### src/rtl/dmem_access_ctrl_pkg.sv
// Shared definitions for the data-memory access controller.
// Holds the load/store opcodes, the funct3 access-size codes, the
// byte-enable patterns and the controller FSM state type.
package dmem_access_ctrl_pkg;

  localparam logic [6:0] OPC_LOAD  = 7'b0000011;
  localparam logic [6:0] OPC_STORE = 7'b0100011;

  // funct3[1:0] access size; funct3[2] (unsigned load) does not affect lanes
  localparam logic [1:0] SIZE_BYTE = 2'b00;
  localparam logic [1:0] SIZE_HALF = 2'b01;
  localparam logic [1:0] SIZE_WORD = 2'b10;

  localparam int BE_W = 4;
  localparam logic [BE_W-1:0] BE_BYTE = 4'b0001;
  localparam logic [BE_W-1:0] BE_HALF = 4'b0011;
  localparam logic [BE_W-1:0] BE_WORD = 4'b1111;

  typedef enum logic [1:0] {
    ST_IDLE = 2'd0,
    ST_REQ  = 2'd1,
    ST_WAIT = 2'd2,
    ST_DONE = 2'd3
  } dmem_state_e;

  // True for the two opcodes that touch data memory
  function automatic logic is_mem_opcode(input logic [6:0] opcode);
    return (opcode == OPC_LOAD) || (opcode == OPC_STORE);
  endfunction

endpackage

### src/rtl/dmem_access_ctrl_if.sv
// Data-memory request/response bus.
//   master (controller): drives mem_req, mem_we, mem_addr, mem_be, mem_wdata;
//                        receives mem_gnt, mem_rvalid, mem_rdata.
//   slave  (memory)    : the mirror image.
interface dmem_access_ctrl_if;
  import dmem_access_ctrl_pkg::*;

  logic            mem_req;
  logic            mem_we;
  logic [31:0]     mem_addr;
  logic [BE_W-1:0] mem_be;
  logic [31:0]     mem_wdata;
  logic            mem_gnt;
  logic            mem_rvalid;
  logic [31:0]     mem_rdata;

  modport master (
    output mem_req, mem_we, mem_addr, mem_be, mem_wdata,
    input  mem_gnt, mem_rvalid, mem_rdata
  );

  modport slave (
    input  mem_req, mem_we, mem_addr, mem_be, mem_wdata,
    output mem_gnt, mem_rvalid, mem_rdata
  );

endinterface

### src/rtl/dmem_lane_gen.sv
// Byte-lane generator: from access size and address offset produce the
// byte enables, the lane-aligned store data and the misalignment flag.
// Purely combinational.
//   size       : funct3[1:0] access size
//   offset     : addr[1:0]
//   wdata      : unshifted store data
//   be         : byte-lane enables
//   wdata_sh   : wdata shifted left by 8*offset
//   misaligned : access crosses its natural alignment
module dmem_lane_gen
  import dmem_access_ctrl_pkg::*;
(
  input  logic [1:0]      size,
  input  logic [1:0]      offset,
  input  logic [31:0]     wdata,
  output logic [BE_W-1:0] be,
  output logic [31:0]     wdata_sh,
  output logic            misaligned
);

  assign wdata_sh = wdata << {offset, 3'b000};

  // Lane enables and alignment check per access size
  always_comb begin
    be         = BE_WORD;
    misaligned = 1'b0;
    case (size)
      SIZE_BYTE: begin
        be         = BE_BYTE << offset;
        misaligned = 1'b0;
      end
      SIZE_HALF: begin
        be         = BE_HALF << offset;
        misaligned = offset[0];
      end
      // word, and the unused size code treated as word
      default: begin
        be         = BE_WORD;
        misaligned = |offset;
      end
    endcase
  end

endmodule

### src/rtl/dmem_access_ctrl.sv
// Data-memory access controller for the MEM pipeline stage.
// Decodes load/store instructions, issues one request on the memory bus,
// waits for grant and (for loads) read data, captures the load word and
// stalls the upstream pipeline while the access is in flight.
// Optional feature macro: DMEM_TIMEOUT_EN -- aborts an access that spends
// TIMEOUT_CYCLES cycles in REQ+WAIT and pulses 'timeout'.
// Ports:
//   clk, reset   : clock, asynchronous active-high reset
//   valid_in     : stage instruction valid
//   inst         : instruction (opcode, funct3 decoded)
//   addr, wdata  : effective address, store data
//   bus          : memory bus (master side)
//   raw_dmem     : last captured load word
//   stall        : freeze upstream pipeline
//   misaligned   : misaligned-access pulse
//   timeout      : abort pulse (constant 0 without DMEM_TIMEOUT_EN)
module dmem_access_ctrl
  import dmem_access_ctrl_pkg::*;
#(
  parameter int TIMEOUT_CYCLES = 64
)
(
  input  logic                clk,
  input  logic                reset,
  input  logic                valid_in,
  input  logic [31:0]         inst,
  input  logic [31:0]         addr,
  input  logic [31:0]         wdata,
  dmem_access_ctrl_if.master  bus,
  output logic [31:0]         raw_dmem,
  output logic                stall,
  output logic                misaligned,
  output logic                timeout
);

  dmem_state_e     state_r;
  logic [6:0]      opcode_s;
  logic [1:0]      size_s;
  logic            is_store_s;
  logic            mem_op_s;
  logic [BE_W-1:0] lane_be_s;
  logic [31:0]     lane_wdata_s;
  logic            lane_mis_s;
  logic            start_s;
  logic            timeout_fire_s;
  logic            unused_s;

  assign opcode_s   = inst[6:0];
  assign size_s     = inst[13:12];
  assign is_store_s = (opcode_s == OPC_STORE);
  assign mem_op_s   = valid_in & is_mem_opcode(opcode_s);
  assign unused_s   = ^{inst[31:14], inst[11:7]};

  dmem_lane_gen u_lane_gen (
    .size       (size_s),
    .offset     (addr[1:0]),
    .wdata      (wdata),
    .be         (lane_be_s),
    .wdata_sh   (lane_wdata_s),
    .misaligned (lane_mis_s)
  );

  // Only IDLE looks at the instruction; later states own the access.
  assign start_s    = (state_r == ST_IDLE) & mem_op_s & ~lane_mis_s;
  assign misaligned = (state_r == ST_IDLE) & mem_op_s & lane_mis_s;
  // Stall is raised in the same IDLE cycle the access is accepted so the
  // upstream stage does not advance past it.
  assign stall      = start_s | (state_r == ST_REQ) | (state_r == ST_WAIT);

`ifdef DMEM_TIMEOUT_EN
  localparam int CNT_W = $clog2(TIMEOUT_CYCLES + 1);

  logic [CNT_W-1:0] cnt_r;
  logic             timeout_r;

  // Fires on the last allowed cycle unless that cycle completes the phase.
  assign timeout_fire_s = (cnt_r == CNT_W'(TIMEOUT_CYCLES - 1)) &
                          (((state_r == ST_REQ)  & ~bus.mem_gnt) |
                           ((state_r == ST_WAIT) & ~bus.mem_rvalid));

  // Busy-cycle counter and registered abort pulse
  always_ff @(posedge clk or posedge reset) begin
    if (reset) begin
      cnt_r     <= '0;
      timeout_r <= 1'b0;
    end else begin
      timeout_r <= timeout_fire_s;
      if ((state_r == ST_REQ) || (state_r == ST_WAIT)) begin
        cnt_r <= cnt_r + CNT_W'(1);
      end else begin
        cnt_r <= '0;
      end
    end
  end

  assign timeout = timeout_r;
`else
  logic unused_cfg_s;

  assign unused_cfg_s   = (TIMEOUT_CYCLES > 0);
  assign timeout_fire_s = 1'b0;
  assign timeout        = 1'b0;
`endif

  // Access FSM with registered bus outputs and load-data capture
  always_ff @(posedge clk or posedge reset) begin
    if (reset) begin
      state_r       <= ST_IDLE;
      bus.mem_req   <= 1'b0;
      bus.mem_we    <= 1'b0;
      bus.mem_addr  <= 32'h0000_0000;
      bus.mem_be    <= 4'b0000;
      bus.mem_wdata <= 32'h0000_0000;
      raw_dmem      <= 32'h0000_0000;
    end else begin
      case (state_r)
        ST_IDLE: begin
          if (start_s) begin
            state_r       <= ST_REQ;
            bus.mem_req   <= 1'b1;
            bus.mem_we    <= is_store_s;
            bus.mem_addr  <= {addr[31:2], 2'b00};
            bus.mem_be    <= lane_be_s;
            bus.mem_wdata <= lane_wdata_s;
          end else begin
            state_r <= ST_IDLE;
          end
        end
        ST_REQ: begin
          if (bus.mem_gnt) begin
            bus.mem_req <= 1'b0;
            if (bus.mem_we) begin
              state_r <= ST_DONE;
            end else if (bus.mem_rvalid) begin
              // zero-latency memory: data arrives with the grant
              raw_dmem <= bus.mem_rdata;
              state_r  <= ST_DONE;
            end else begin
              state_r <= ST_WAIT;
            end
          end else if (timeout_fire_s) begin
            bus.mem_req <= 1'b0;
            raw_dmem    <= 32'h0000_0000;
            state_r     <= ST_DONE;
          end else begin
            state_r <= ST_REQ;
          end
        end
        ST_WAIT: begin
          if (bus.mem_rvalid) begin
            raw_dmem <= bus.mem_rdata;
            state_r  <= ST_DONE;
          end else if (timeout_fire_s) begin
            raw_dmem <= 32'h0000_0000;
            state_r  <= ST_DONE;
          end else begin
            state_r <= ST_WAIT;
          end
        end
        ST_DONE: begin
          state_r <= ST_IDLE;
        end
        default: begin
          state_r     <= ST_IDLE;
          bus.mem_req <= 1'b0;
        end
      endcase
    end
  end

endmodule

### src/flat_wrapper.sv
// flat-port wrapper written by rule: the top's interface ports become plain ports
module dmem_access_ctrl_flat import dmem_access_ctrl_pkg::*;
#(
  parameter int TIMEOUT_CYCLES = 64
)
  (clk, reset, valid_in, inst, addr, wdata, raw_dmem, stall, misaligned, timeout, bus_mem_req, bus_mem_we, bus_mem_addr, bus_mem_be, bus_mem_wdata, bus_mem_gnt, bus_mem_rvalid, bus_mem_rdata);
  dmem_access_ctrl_if bus_i ();
  input  logic clk;
  input  logic reset;
  input  logic valid_in;
  input  logic [31:0] inst;
  input  logic [31:0] addr;
  input  logic [31:0] wdata;
  output logic [31:0] raw_dmem;
  output logic stall;
  output logic misaligned;
  output logic timeout;
  output wire logic [$bits(bus_i.mem_req)-1:0] bus_mem_req;
  output wire logic [$bits(bus_i.mem_we)-1:0] bus_mem_we;
  output wire logic [$bits(bus_i.mem_addr)-1:0] bus_mem_addr;
  output wire logic [$bits(bus_i.mem_be)-1:0] bus_mem_be;
  output wire logic [$bits(bus_i.mem_wdata)-1:0] bus_mem_wdata;
  input wire logic [$bits(bus_i.mem_gnt)-1:0] bus_mem_gnt;
  input wire logic [$bits(bus_i.mem_rvalid)-1:0] bus_mem_rvalid;
  input wire logic [$bits(bus_i.mem_rdata)-1:0] bus_mem_rdata;
  assign bus_mem_req = bus_i.mem_req;
  assign bus_mem_we = bus_i.mem_we;
  assign bus_mem_addr = bus_i.mem_addr;
  assign bus_mem_be = bus_i.mem_be;
  assign bus_mem_wdata = bus_i.mem_wdata;
  assign bus_i.mem_gnt = bus_mem_gnt;
  assign bus_i.mem_rvalid = bus_mem_rvalid;
  assign bus_i.mem_rdata = bus_mem_rdata;
  dmem_access_ctrl #(.TIMEOUT_CYCLES(TIMEOUT_CYCLES)) u_core (.clk(clk), .reset(reset), .valid_in(valid_in), .inst(inst), .addr(addr), .wdata(wdata), .bus(bus_i), .raw_dmem(raw_dmem), .stall(stall), .misaligned(misaligned), .timeout(timeout));
endmodule
### config.mk
export PLATFORM = sky130hd
export DESIGN_NAME = dmem_access_ctrl_flat
export DESIGN_NICKNAME = d
export VERILOG_FILES = /design/src/rtl/dmem_access_ctrl_pkg.sv /design/src/rtl/dmem_access_ctrl_if.sv /design/src/rtl/dmem_lane_gen.sv /design/src/rtl/dmem_access_ctrl.sv /design/src/flat_wrapper.sv
export SDC_FILE = /design/constraint.sdc
export NUM_CORES = 1
export LEC_CHECK = 0
export ABC_AREA = 0
export BUFFER_PORTS_ARGS = -buffer_cell sky130_fd_sc_hd__buf_2
export CORE_ASPECT_RATIO = 1.75
export CORE_MARGIN = 2
export CORE_UTILIZATION = 50
export CTS_BUF_LIST = sky130_fd_sc_hd__clkbuf_4
export CTS_CLUSTER_DIAMETER = 100
export DETAILED_ROUTE_END_ITERATION = 16
export GPL_TIMING_DRIVEN = 0
export PLACE_DENSITY = 0.95
export SLEW_MARGIN = 40
export SYNTH_ARGS = -nofsm -noshare
export SYNTH_HDL_FRONTEND = slang
export SYNTH_HIERARCHICAL = 1
export SYNTH_SLANG_ARGS = --single-unit
### constraint.sdc
create_clock -name clk -period 7.1 [get_ports clk]
set_input_delay 0.355 -clock clk [delete_from_list [all_inputs] [get_ports clk]]
set_output_delay 0.355 -clock clk [all_outputs]
set_load 0.02 [all_outputs]
* After elaboration in Yosys (flattened, before gate mapping) *
Index checks and enable logic that the tools add are counted.

storage, ports and cells
  flip-flop bits (word level) = 102
  output and inout port bits = 105

operators by class
  equal/unequal tests = 9
  reductions and logical operators = 9
  shift-type cells = 3
  muxes and demuxes = 14
  bitwise logic cells = 7

operator list
  operator                                              number
  two-way mux 32 bit                                    3
  case mux 32 bit (2 select lines)                      1
  << shifter 32 x 5 -> 32 bit                           1
  case mux 2 bit (4 select lines)                       1
  case mux 4 bit (2 select lines)                       1
  equality test 7 x 2 -> 1 bit (second input constant)  1
  equality test 7 x 6 -> 1 bit (second input constant)  1
  AND reduction 3 bit                                   2
  AND 1 bit                                             4
  equality test 2 x 1 -> 1 bit (second input constant)  2
  equality test 2 bit (second input constant)           2
  logical NOT 2 bit                                     2
  two-way mux 1 bit                                     4
  two-way mux 2 bit                                     2
  != test 2 bit (second input constant)                 2
  case mux 1 bit (2 select lines)                       2
  nonzero test 2 bit                                    2
  << shifter 1 x 2 -> 4 bit (first input constant)      1
  << shifter 2 x 2 -> 4 bit (first input constant)      1
  != test 2 x 1 -> 1 bit (second input constant)        1
  bitwise OR 1 bit                                      2
  AND reduction 2 bit                                   1
  OR reduction 2 bit                                    1
  logical OR 1 bit                                      1
  inverter 1 bit                                        1

* Longest topological paths before layout *
Gate-level depths: netlist (run 1).

  depth in word-level cells = 7
  mapped depth = 7
  depth with buffers taken out = 4

* Modules after synthesis *
Netlist (run 1), hierarchy kept.

modules (own cells, without submodules)
  module            sequential area each (µm²)  area each (µm²)  times used  cells an instance
  dmem_access_ctrl  2,552.4                     3,946.3          1           234
  dmem_lane_gen     0.0                         601.8            1           75

* Least setup slack after synthesis (run 1) *
Ideal clock, no wire load.

  path kind = in2out
  start point = in addr[1]
  end point = out stall
  stages on the path = 7
  arrival = 1,863 ps
  slack = 4,882 ps
  path buffers = 3
  cell sequence = buf_4 -> buf_2 -> a21oi_1 -> nor2_1 -> nor4_4 -> buf_6 -> or3_1

between the ends
  cells in the longest elaborated chain, start to end = 6

RTL lines
  item                             RTL line                RTL
  start: declaration               flat_wrapper.sv:12      input logic [31:0] addr;
  OR reduction 2 bit               dmem_lane_gen.sv:39     misaligned = |offset;
  case mux 1 bit (2 select lines)  dmem_lane_gen.sv:27     case (size)
  net u_core.lane_mis_s            dmem_access_ctrl.sv:43  logic lane_mis_s;
  inverter 1 bit                   dmem_access_ctrl.sv:64  assign start_s = (state_r == ST_IDLE) & mem_op_s & ~lane_mis_s;
  AND 1 bit                        dmem_access_ctrl.sv:64
  bitwise OR 1 bit (2 in series)   dmem_access_ctrl.sv:68  assign stall = start_s | (state_r == ST_REQ) | (state_r == ST_WAIT);
  end: declaration                 flat_wrapper.sv:15      output logic stall;

The timed path passes the listed nets, and every way through them passes these cells.

* Final worst setup path (run 1) *
  start point = reg u_core.state_r[0]
  end point = out stall

between the ends
  cells in the longest elaborated chain, start to end = 5
  elaborated cells on any way between the ends = 7
  those cells by class = eq/ne: 2; bitwise: 4; reduce/logical: 1

RTL lines
  item                      RTL line                 RTL
  start: declaration        dmem_access_ctrl.sv:36   dmem_state_e state_r;
  start signal: assignment  dmem_access_ctrl.sv:108  state_r <= ST_IDLE;
  start signal: assignment  dmem_access_ctrl.sv:119  state_r <= ST_REQ;
  start signal: assignment  dmem_access_ctrl.sv:126  state_r <= ST_IDLE;
  logical NOT 2 bit         dmem_access_ctrl.sv:64
  AND 1 bit (2 in series)   dmem_access_ctrl.sv:64
  bitwise OR 1 bit          dmem_access_ctrl.sv:68
  bitwise OR 1 bit (*)      dmem_access_ctrl.sv:68

Mark *: on every way between the ends. The rest lies on a longest branch, timed or not.

==> results of run 1 <==
flip-flops by register name, indices dropped and copies added (netlist names), named ones only:
name,count
u_core/state_r,1
u_core/bus.mem_be,4
u_core/bus.mem_we,1
u_core/bus.mem_req,1
u_core/bus.mem_addr,30
u_core/raw_dmem,32
u_core/bus.mem_wdata,32
through the flow:
stage,util,instance area [µm²],hold slack [ns]
floorplan,-,4560,0.491
global placement,0.642,5760,0.458
detailed placement,0.645,5790,0.425
CTS,0.663,5950,0.0838
global route,0.663,5950,0.0526
finish,0.663,5950,0.122
cell families after synthesis:
| family | synth area share |
|---|---|
| other | 0.000825 |
| multiplexers | 0.321 |
| AO/OA/AOI/OAI | 0.0242 |
| flip-flops | 0.561 |
| buffers and inverters | 0.0399 |
| AND/OR/NAND/NOR | 0.0525 |
per-layer routing:
layer  vias to the layer above  track usage
met2                       153        0.446
met3                        22       0.0539
met1                      1669        0.234
li1                       1551            -
met4                         0        0.114
met5                         -            0
timing repair:
| item | CTS | global route |
|---|---|---|
| hold endpoints to repair | 49 | 0 |
| setup buffers | 0 | 0 |
| resized for setup | 0 | 0 |
| hold buffers | 1 | 0 |
critical path: cells and delay by family, from the launching register on:
| kind | cells | cell delay, ns |
|---|---|---|
| buffers and inverters | 2 | 0.42 |
| DFF | 1 | 0.46 |
| and+or+nand+nor | 3 | 1.13 |
power by group through the flow:
stage / Sequential, mW / Combinational [mW] / Clock [mW]
after floorplan: 0.956 / 0.220 / 0
after global routing: 0.805 / 0.643 / 0.345
after CTS: 0.787 / 0.611 / 0.320
after detailed placement: 0.797 / 0.610 / 0
after global placement: 0.787 / 0.586 / 0
final: 0.786 / 0.605 / 0.310
path summary, 6_finish.rpt:
path / from / end / slack, ns / depth (start not counted)
worst max-delay path: u_core/state_r[0]$_DFF_PP0_ / stall / 4.31 / 5
worst min-delay path: bus_mem_rdata[31] / u_core/raw_dmem[31]$_DFFE_PP0P_ / 0.12 / 2
worst max register to register: u_core/state_r[0]$_DFF_PP0_ / u_core/bus.mem_we$_DFFE_PP0P_ / 4.89 / 4
worst min register to register: u_core/bus.mem_req$_DFFE_PP0P_ / u_core/bus.mem_req$_DFFE_PP0P_ / 0.49 / 1
max in group asynchronous: reset / u_core/bus.mem_be[0]$_DFFE_PP0P_ / 6.03 / 4
min in group asynchronous: reset / u_core/raw_dmem[24]$_DFFE_PP0P_ / 0.46 / 3
cell type report:
cell class              instances  area (µm²)  area share
repair buffers                213        1090       0.184
multi-input cells             188        1820       0.306
flip-flops and latches        102        2550       0.429
inverters                       1        8.76     0.00147
plain buffers                  20         178      0.0299
well taps                     120         150      0.0252
clock buffers                   9        67.6      0.0114
clock inverters                 7        78.8      0.0132
placed cells by master, fill, tap and decap left out, types with 4 or more instances in the layout:
master,n
nor2_1,14
mux2_4,7
mux2i_1,32
buf_4,4
o2bb2ai_1,8
and2_1,8
mux2_2,92
dfrtp_1,102
buf_2,214
clkbuf_4,9
buf_6,9
==> results, run 1 <==
- Of the available clock period, the critical path in the final layout requires 0.394.
- After detailed routing, the average wire length per cell comes to 17.2 µm.
- The routed wire length on met3 is 590 µm.
- The total number of nets in the final design is 668.
- The largest individual stage delay along the critical path comes from the cell or3b_2.
- The number of input and output port buffers inserted is 211.
- The maximum ir drop on the vdd rail is 0.000239 V.
- Setup repair after global routing left no endpoint under its margin.
- The CTS H-tree depth is 3.
- After synthesis, the netlist uses 32 different library cells.
- In the synthesized netlist, the cells that appear most often are 102 x dfrtp_1, 92 x mux2_2, 32 x mux2i_1.
- On the final layout, the worst clock skew is 0.0239 ns.
- The share of total power dissipated in sequential elements is 0.462.
- The later pin in the worst-skew pair is clocked with a latency of 0.45 ns.
- The switching power share of the total is 0.359.
- The number of failing setup endpoints in the final timing report is 0.
- The routed layout has 3,395 vias.
- The internal power is 1.09 mW.
- After routing, the total negative slack on setup checks comes to 0 ns.
- The number of instances in the synthesized netlist is 309.
- The total chip power is 1.70 mW.
- For this configuration, the core starts out at a cell density of 0.507.
- The die is 130 µm tall.
- The tree is rooted in a clkbuf_4.
- Traced cell by cell, the critical path runs through or3b_2, nor4_4, buf_6, or3_1, buf_2.
- By startpoint and endpoint, the worst setup path is classified as reg -> out.
- The number of antenna violations at the first check in global routing is 0.
- For the worst setup path, the data required time is 6.74 ns.
- The reported max-cap violation count is 0.
- The uppermost layer routed is met4.
- STA classifies the critical path startpoint as a flop.
- Of the post-synthesis cell area, the dominant cell type holds 0.561.
- The maximum fanout encountered on the critical timing path is 10.
- The element type at the critical path end is an output pin.
- The most instantiated flip-flop cell in the synthesis netlist is dfrtp_1.
- The data arrival time of the worst path is 2.44 ns.
- The most numerous cell in the Yosys netlist is dfrtp_1.
- The post-placement worst setup slack is 4.38 ns.
- The remaining number of nets flagged by the antenna check after routing is 0.
- The pin count of the biggest net entering global routing is 54.
- Once routing completed, OpenROAD measured the worst setup slack at 4.31 ns.
- The fraction of final layout cells with drive strength greater than 1 is 0.646.
- At the pin with the least slew margin, the transition time is 0.661 ns.
- Summed over all cells, the static leakage comes to 3.30 nW.
- Using the TritonRoute via totals, the vias-per-cell ratio works out to 5.14.
- For this run, the slowest stage of the critical path takes 0.51 ns.
- The number of enable flip-flop cells after synthesis is 0.
- The sequential area share after synthesis is 0.561.
- Across every metal layer, demand over resource in global routing totals 0.232.
- The peak clock frequency supported by timing is 0.358 GHz.
- The number of global-route vias before repair is 3,744.
- After clock tree synthesis, the clock-pin slew on the worst setup and hold paths is 0.17 ns.
- After filler insertion, the fill cell instance count of the layout stands at 684.
- Pin placement for this block handled 238 I/O pins.
- For this design the total switching power over the nets is 612 µW.
- Yosys printed 6 warnings.
- The cell type with the largest total area after synthesis is dfrtp_1.
- The class of the tightest hold or removal check is in -> reg.
- Before antenna repair, the detailed router went through 5 iterations.
- The routed design could run at a clock period as short as 2.79 ns.
- The TritonCTS clock tree is done.
- The post-route non-filler standard cell count is 660.
- In the post-synthesis netlist, the biggest area contributors are dfrtp_1 56%, mux2_2 23%, mux2i_1 7.0%.
- The floorplan has 46 rows.
- The area growth from synthesis to layout is 30.8%.
- Synthesis inferred 102 register bits.
- The run finished with clean final reports.
- The half-perimeter wire length after placement is 8870 µm.
- The share of flip-flops with an asynchronous set or reset after synthesis is 1.00.
- After the first detailed-routing iteration, the DRC count stood at 131.
- The final hold violation count came to 0.
- Counting along the longest clock path gives a buffer depth of 2.
- Of the total power, combinational logic draws 0.356.
- The final number of max-transition violations is 0.
- The cell area after synthesis is 4550 µm².
- Clock tree synthesis inserted a total of 9 buffers.
- The final antenna diode count is 0.
- The worst pin sits at a relative slew slack of 0.556.
- The final weighted congestion of routability-driven global placement is 0.830.
- After detailed routing, the wire length on met1 is 4010 µm.
- The core area is 8980 µm².
- The met2 layer wire length in the routed design is 6390 µm.
- Dividing total power by cell area gives a power density of 286 nW/µm².
- The share of total power dissipated in the clock network is 0.182.
- The first global-routing pass estimated 17,600 µm of wire.
- The remaining global-route overflow is 0.
- The number of sinks on the clock net is 102.
- The chip width is 76.1 µm.
- For this run, design rule violations remaining after detail routing come to 0.
- The number of placed instances, taps included, is 643.
- The die covers 9910 µm².
- Dividing the synthesized area by the synthesized cell count gives 14.7 µm².
- The routed wire length is 11,300 µm.
No activity file was read; power rests on OpenSTA's default activity.
==> run 2: changes to the inputs <==
--- a/config.mk
+++ b/config.mk
@@ -9,12 +9,12 @@
 export BUFFER_PORTS_ARGS = -buffer_cell sky130_fd_sc_hd__buf_2
 export CORE_ASPECT_RATIO = 1.75
 export CORE_MARGIN = 2
-export CORE_UTILIZATION = 50
+export CORE_UTILIZATION = 42
 export CTS_BUF_LIST = sky130_fd_sc_hd__clkbuf_4
 export CTS_CLUSTER_DIAMETER = 100
 export DETAILED_ROUTE_END_ITERATION = 16
 export GPL_TIMING_DRIVEN = 0
-export PLACE_DENSITY = 0.95
+export PLACE_DENSITY = 0.86
 export SLEW_MARGIN = 40
 export SYNTH_ARGS = -nofsm -noshare
 export SYNTH_HDL_FRONTEND = slang
==> constraint.sdc (replaced) <==
create_clock -name clk -period 2.51 [get_ports clk]
set_input_delay 0.1255 -clock clk [delete_from_list [all_inputs] [get_ports clk]]
set_output_delay 0.1255 -clock clk [all_outputs]
set_load 0.02 [all_outputs]
==> run 2 against run 1 <==
  * Clock skew about the same
  * Global-route usage fell by 0.80 points
  * Cell area rose by 13%
  * Routed wire length rose by 14%
  * Sequential power increased to 2.8 times the previous value
  * Register-to-register slack worse by 4.5 ns
  * Via count grew 9.7%
  * Critical path depth stayed put
  * Critical path type unchanged
  * Largest cell class unchanged
  * Largest power group unchanged
  * Highest routed layer unchanged
==> results, run 2 (synthesis results as in run 1) <==
- The run finished with clean final reports.
- The final worst slack is 0.245 ns.
- The peak clock frequency supported by timing is 0.441 GHz.
- The number of global-route vias before repair came to 4,068.
- The congestion estimate from routability-driven global placement came to 0.775.
- The slew at the pin closest to its max-slew limit is 0.542 ns.
- The master of the slowest instance on the critical path is or3b_2.
- The initialized floorplan defines 50 standard-cell rows.
- The global routing usage summed across all routing layers is 0.224.
- The maximum fanout encountered on the critical timing path is 10.
- The violation count after the first detailed-routing iteration is 114.
- The worst hold margin is 0.0526 ns.
- Summing all multi-input logic gate instances after layout gives 1820 µm².
- The remaining number of nets flagged by the antenna check after routing is 0.
- The routed wire length is 12,900 µm.
- The worst register-to-register path has a setup slack of 0.35 ns.
- STA classifies the critical path endpoint as an output pin.
- The TritonCTS clock tree is done.
- Summed over all cells, the static leakage comes to 3.63 nW.
- The largest registers in the layout are u_core/bus.mem_wdata x32, u_core/raw_dmem x32, u_core/bus.mem_addr x30.
- The data required time at the worst endpoint is 2.38 ns.
- Setup violations remaining at the end of the flow were counted as 0.
- The number of input and output port buffers inserted is 211.
- In the layout the commonest cells are 214 x buf_2, 102 x dfrtp_1, 92 x mux2_2.
- Across the run, the number of max-cap violations was 0.
- During I/O placement, the number of pins put on the boundary was 238.
- The number of gates resized after CTS was 0.
- Of the total power, registers draw 0.441.
- The data arrival time of the worst path is 2.14 ns.
- The signal on the critical path passes through or3b_2, nor4_4, buf_6, or3_1, buf_2.
- For this run, the slowest stage of the critical path takes 0.51 ns.
- Counting both buffers and inverters, the worst setup path holds a total of 2.
- The area growth from synthesis to layout is 48.0%.
- Dividing the final minimum period by the clock period gives 0.902.
- Of the total power, combinational logic draws 0.364.
- The setup path with the least slack is of type reg -> out.
- The most common cell after layout, fill and taps aside is buf_2.
- The fraction of final layout cells with drive strength greater than 1 is 0.578.
- The repair_antennas step left the layout with diodes totalling 0.
- The fraction of met1 tracks used by global routing is 0.231.
- The number of antenna violations at the first check in global routing is 0.
- The launch point of the worst hold path is wdata[5].
- The pin count of the biggest net entering global routing is 29.
- The first global-routing pass estimated 19,500 µm of wire.
- For this run, global-route usage on met3 was measured as 0.0496.
- The power per cell area is 749 nW/µm².
- In this run the deepest clock path goes through 2 buffers.
- The chip width is 82.7 µm.
- Of the total power, the clock network draws 0.195.
- After routing, the total negative slack on setup checks comes to 0 ns.
- The clock period could shrink to 2.27 ns.
- The initial cell density of the core is 0.428.
- The post-layout utilization of the core is 0.633.
- The endpoint of the worst setup timing path is stall.
- For the final database, setup skew stands at 0.0244 ns.
- Setup repair after global routing left no endpoint under its margin.
- The CTS buffer count is 9.
- The worst setup path startpoint is u_core/state_r[0]$_DFF_PP0_.
- The kind of cell with the highest combined delay on the critical path is simple AND/OR/NAND/NOR gates.
- At the end of the flow, the number of nets in the layout was 739.
- In the final layout, flip-flops and latches occupy 2550 µm².
- Of the total power, the share spent switching nets is 0.350.
- The final hold violation count came to 0.
- The CTS H-tree depth is 3.
- Cell internal power was estimated by the tool at 3.27 mW.
- The startpoint identified for the worst register-to-register timing path is u_core/state_r[0]$_DFF_PP0_.
- The root buffer cell chosen for the clock tree is clkbuf_4.
- The number of cells traversed by the worst register-to-register path is 5.
- The number of detailed-route iterations in the first pass is 4.
- The critical path crosses 5 cells after its start point.
- The met2 capacity usage during global routing is 0.413.
- The net switching power is 1.76 mW.
- The clock slew at the register clock pins of the worst setup and hold paths is 0.17 ns.
- The startpoint type of the worst setup path is a flop.
- The floorplan step defined a die boundary enclosing 11,700 µm².
- At the placement stage, the worst setup path has a slack of 0.0781 ns.
- After global routing the overflow that remains totals 0.
- The terminus of the critical flop-to-flop path is u_core/state_r[0]$_DFF_PP0_.
- Clock latency on the worst-skew pair, taken at its later pin, is 0.45 ns.
- For this block, the via count after detailed routing is 3,723.
- Dividing the detail-routed wire length by the instance count gives 17.4 µm.
- The remaining max-slew budget at the tightest pin is 0.637.
- Detailed placement finished with a half-perimeter wire length of 9280 µm.
- The number of DRC violations after detailed routing is 0.
- The number of sinks on the clock net is 102.
- Across the VDD grid, the largest voltage drop is 0.000695 V.
- The number of inserted filler cells in the final layout is 797.
- From bottom edge to top edge, the die measures 142 µm.
- The worst hold path belongs to the class in -> reg.
- The final number of max-transition violations is 0.
- The total area inside the core boundary comes to 10,600 µm².
- The total chip power is 5.04 mW.
- The layer flagged by global routing as most heavily used is met2.
- The detailed-route vias per instance is 5.02.
[run 2: changes by cell type in the layout (fill, tap and decap cells not counted), sizes merged]
cell,delta
buf,+4
inv,-1
bufinv,+1
clkinvlp,-1
dlygate4sd3,+67
clkinv,+1
[run 2: layer usage]
layer | vias up | routed length, µm
met3 | 38 | 724
met4 | 0 | 436
met5 | - | 0
met1 | 1829 | 4550
met2 | 167 | 7160
li1 | 1689 | -
[run 2: worst reg2reg max path, stage by stage (launching register included)]
cell and delay (ns):
dfrtp_1 0.44, or3b_2 0.51, nor4_4 0.27, buf_6 0.21, a221o_1 0.12, dlygate4sd3_1 0.55
[run 2: cell type report]
cell class                 count  share of cell area
clock buffer                   9              0.0100
timing repair buffer         284               0.273
sequential                   102               0.379
tap                          130              0.0242
buffer                        20              0.0264
inverter                       1             0.00112
multi-input combinational    188               0.271
clock inverter                 7              0.0152
[run 2: what timing repair did]
action,CTS,global route
hold buffers,68,0
hold endpoints to repair,123,0
endpoints found under the setup margin,1,0
buffers inserted,1,0
[run 2: how the worst min path moves through the flow]
stage | endpoint | depth (start not counted)
6_report | u_core/bus.mem_wdata[21]$_DFFE_PP0P_ | 3
4_1_cts | u_core/bus.mem_wdata[21]$_DFFE_PP0P_ | 3
5_1_grt | u_core/bus.mem_wdata[21]$_DFFE_PP0P_ | 3
3_5_place_dp | u_core/raw_dmem[29]$_DFFE_PP0P_ | 2
3_3_place_gp | u_core/raw_dmem[28]$_DFFE_PP0P_ | 2
2_1_floorplan | flop | 2
[run 2: metrics by stage]
stage / instances / instance area (µm²)
6_report: 741 / 6730
3_5_place_dp: 656 / 5870
2_1_floorplan: 311 / 4560
3_3_place_gp: 652 / 5780
5_1_grt: 741 / 6730
4_1_cts: 741 / 6730
[run 2: power by group through the flow]
stage | clock network (mW) | logic [mW] | registers [mW]
final | 0.982 | 1.83 | 2.22
after detailed placement | 0 | 1.74 | 2.25
after global placement | 0 | 1.67 | 2.23
after floorplan | 0 | 0.621 | 2.70
after CTS | 1.03 | 1.83 | 2.22
after global routing | 1.09 | 1.95 | 2.27
==> run 3: changes to the inputs <==
--- a/config.mk
+++ b/config.mk
@@ -15,6 +15,7 @@
 export DETAILED_ROUTE_END_ITERATION = 16
 export GPL_TIMING_DRIVEN = 0
 export PLACE_DENSITY = 0.86
+export REMOVE_ABC_BUFFERS = 1
 export SLEW_MARGIN = 40
 export SYNTH_ARGS = -nofsm -noshare
 export SYNTH_HDL_FRONTEND = slang
==> run 3 against run 2 <==
  * Combinational power is essentially flat
  * Routed wire length fell by 3.3%
  * Global-route usage shrank 1.1 points
  * Non-clock buffer count is 17 lower
  * Count of clock-buffer cells in the layout rose by 1
  * Critical path depth increased by 1
  * Sequential power is essentially flat
  * Sequential share of layout area rose by 1.1 points
  * Die area unchanged
  * Clock power fell by 11%
  * Critical endpoint is now u_core/bus.mem_addr[26]$_DFFE_PP0P_
==> results, run 3 (synthesis results as in run 1) <==
- The run finished with clean final reports.
- The reported max-cap violation count is 0.
- The final number of max-transition violations came to 0.
- Entering global routing, the biggest net connects 53 pins.
- Measured along the y axis, the die boundary spans 142 µm.
- TritonCTS built the clock tree.
- Between clock sinks in the finished design, the worst skew comes to 0.0264 ns.
- Traced cell by cell, the critical path runs through or3b_2, nor4_4, buf_6, buf_6, buf_4, mux2_2.
- The worst-case hold path end point is u_core/bus.mem_wdata[7]$_DFFE_PP0P_.
- The endpoint identified for the worst register-to-register timing path is u_core/bus.mem_addr[26]$_DFFE_PP0P_.
- The startpoint type of the worst setup path is a flop.
- The element type at the critical path end is a flop.
- The post-layout utilization of the core is 0.615.
- Setup repair after global routing left no endpoint under its margin.
- The worst hold margin is 0.0482 ns.
- The library cell used most frequently in the layout, excluding fill and tap cells, is buf_2.
- The remaining number of nets flagged by the antenna check after routing is 0.
- The final worst slack is 0.101 ns.
- The half-perimeter wire length after placement is 8430 µm.
- The peak clock frequency supported by timing is 0.415 GHz.
- The H-tree was split into 3 levels.
- The delay contributed by the slowest stage of the critical path is 0.51 ns.
- The number of detailed-route iterations in the first pass is 4.
- Dividing the detail-routed wire length by the instance count gives 17.2 µm.
- The sequential cell fraction of total power is 0.450.
- The post-placement worst setup slack is -0.482 ns.
- The worst register-to-register path begins at u_core/state_r[0]$_DFF_PP0_.
- The final instance area is 6540 µm².
- The data arrival time of the worst path is 2.75 ns.
- The clock slew at the register clock pins of the worst setup and hold paths is 0.16 ns.
- The startpoint identified for the worst hold timing path is wdata[7].
- At the end of routability-driven placement, the weighted congestion stood at 0.801.
- The routed wire length is 12,400 µm.
- The tree is rooted in a clkbuf_4.
- The total negative slack is 0 ns.
- The number of DRC violations after detailed routing is 0.
- The fraction of final layout cells with drive strength greater than 1 is 0.574.
- The worst-case clock buffer depth is 2.
- In this run the worst path has a maximum fanout of 26.
- The later pin in the worst-skew pair is clocked with a latency of 0.44 ns.
- The master of the slowest instance on the critical path is or3b_2.
- For this block, the initial DRC count from the detailed router was 84.
- The total via count in the routed design is 3,627.
- At the end of the flow, the number of nets in the layout was 722.
- The final hold violation count is 0.
- The first global-routing pass estimated 18,900 µm of wire.
- Of the total power, the clock network draws 0.178.
- Relative to the synthesized area, the layout overhead comes to 43.9%.
- The top cell types in the final layout, fill and taps aside, are 211 x buf_2, 102 x dfrtp_1, 92 x mux2_2.
- In the final layout, the registers with the most flip-flops are u_core/bus.mem_wdata x32, u_core/raw_dmem x32, u_core/bus.mem_addr x30.
- The chip width is 82.7 µm.
- The post-route non-filler standard cell count is 725.
- The number of cells on the worst reg-to-reg path is 6.
- After detailed placement, the total cell area comes to 5730 µm².
- The final cycle utilization of the critical path is 0.960.
- The most frequent cell on the critical path is buf_6.
- For this run, the total global-route usage over all layers was measured as 0.213.
- The number of input and output port buffers inserted is 211.
- The static leakage power is 3.53 nW.
- The worst hold path passes through 3 cells.
- Data on the critical path is required at its endpoint by 2.85 ns.
- The detailed-route vias per instance is 5.00.
- The die covers 11,700 µm².
- The core area is 10,600 µm².
- In this run the core area contains 50 standard-cell rows.
- The CTS buffer count is 9.
- Of the total power, combinational logic draws 0.373.
- The worst pin sits at a relative slew slack of 0.456.
- The total chip power is 4.94 mW.
- Once placement completed, the tool counted placed cells totaling 642.
- The internal reg-to-reg setup slack is 0.10 ns.
- The number of antenna violations at the first check in global routing came to 1.
- Power spread over the standard cell area amounts to 754 nW/µm².
- The class of the tightest hold or removal check is in -> reg.
- Across the VDD grid, the largest voltage drop is 0.000692 V.
- The internal power is 3.17 mW.
- The remaining global-route overflow is 0.
- For this design the total switching power over the nets is 1.77 mW.
- 238 I/O pins were placed.
- The worst path in the final design needs a cycle of 2.41 ns, including I/O delays and setup.
- The number of failing setup endpoints in the final timing report is 0.
- For this design, the sink count on the clock tree is 102.
- The number of global-route vias before repair was 3,949.
- Of the total power, the share spent switching nets is 0.358.
- The class of the most critical setup path is reg -> reg.
- The initial utilization of the core area, before any placement, comes to 0.428.
- The slew at the pin closest to its max-slew limit is 0.814 ns.
## run 3: worst max path at each step
stage | startpoint | endpoint | depth (start not counted)
2_1_floorplan | u_core/state_r[0]$_DFF_PP0_ | u_core/bus.mem_addr[10]$_DFFE_PP0P_ | 3
3_3_place_gp | addr[0] | u_core/bus.mem_addr[22]$_DFFE_PP0P_ | 5
3_5_place_dp | addr[0] | u_core/bus.mem_addr[14]$_DFFE_PP0P_ | 10
4_1_cts | u_core/state_r[0]$_DFF_PP0_ | stall | 6
5_1_grt | u_core/state_r[0]$_DFF_PP0_ | stall | 6
6_report | u_core/state_r[0]$_DFF_PP0_ | u_core/bus.mem_addr[26]$_DFFE_PP0P_ | 6
## run 3: what timing repair did
item,CTS,global route
setup buffers,2,0
endpoints found under the hold margin,146,0
hold buffers,66,0
setup endpoints to repair,27,1
pin swaps,1,0
gates cloned,0,0
resized for setup,1,1
## run 3: worst max-delay path: cells and delay by family, from the launching register on
kind | cells | cell delay [ns]
and+or+nand+nor | 2 | 0.80
buffers and inverters | 3 | 0.69
DFF | 1 | 0.44
muxes | 1 | 0.37
## run 3: power by group through the flow
stage | Clock [mW] | Sequential, mW | Combinational [mW]
6_report | 0.876 | 2.22 | 1.84
5_1_grt | 0.976 | 2.26 | 1.95
4_1_cts | 0.925 | 2.21 | 1.83
3_5_place_dp | 0 | 2.24 | 1.73
3_3_place_gp | 0 | 2.22 | 1.66
2_1_floorplan | 0 | 2.70 | 0.596
## run 3: layout make-up
class,count,area [µm²]
Inverter,1,11.3
Fill cell,824,4090
Tap cell,130,163
Antenna cell,1,2.50
Sequential cell,102,2550
Multi-Input combinational cell,188,1830
Clock buffer,10,75.1
Clock inverter,6,68.8
Timing Repair Buffer,287,1840
## run 3: metal layers
| layer | up-vias | GRT usage | routed length (µm) |
|---|---|---|---|
| li1 | 1657 | - | - |
| met1 | 1790 | 0.216 | 4370 |
| met2 | 139 | 0.391 | 7010 |
| met3 | 41 | 0.0401 | 527 |
| met4 | 0 | 0.116 | 539 |
| met5 | - | 0 | 0 |
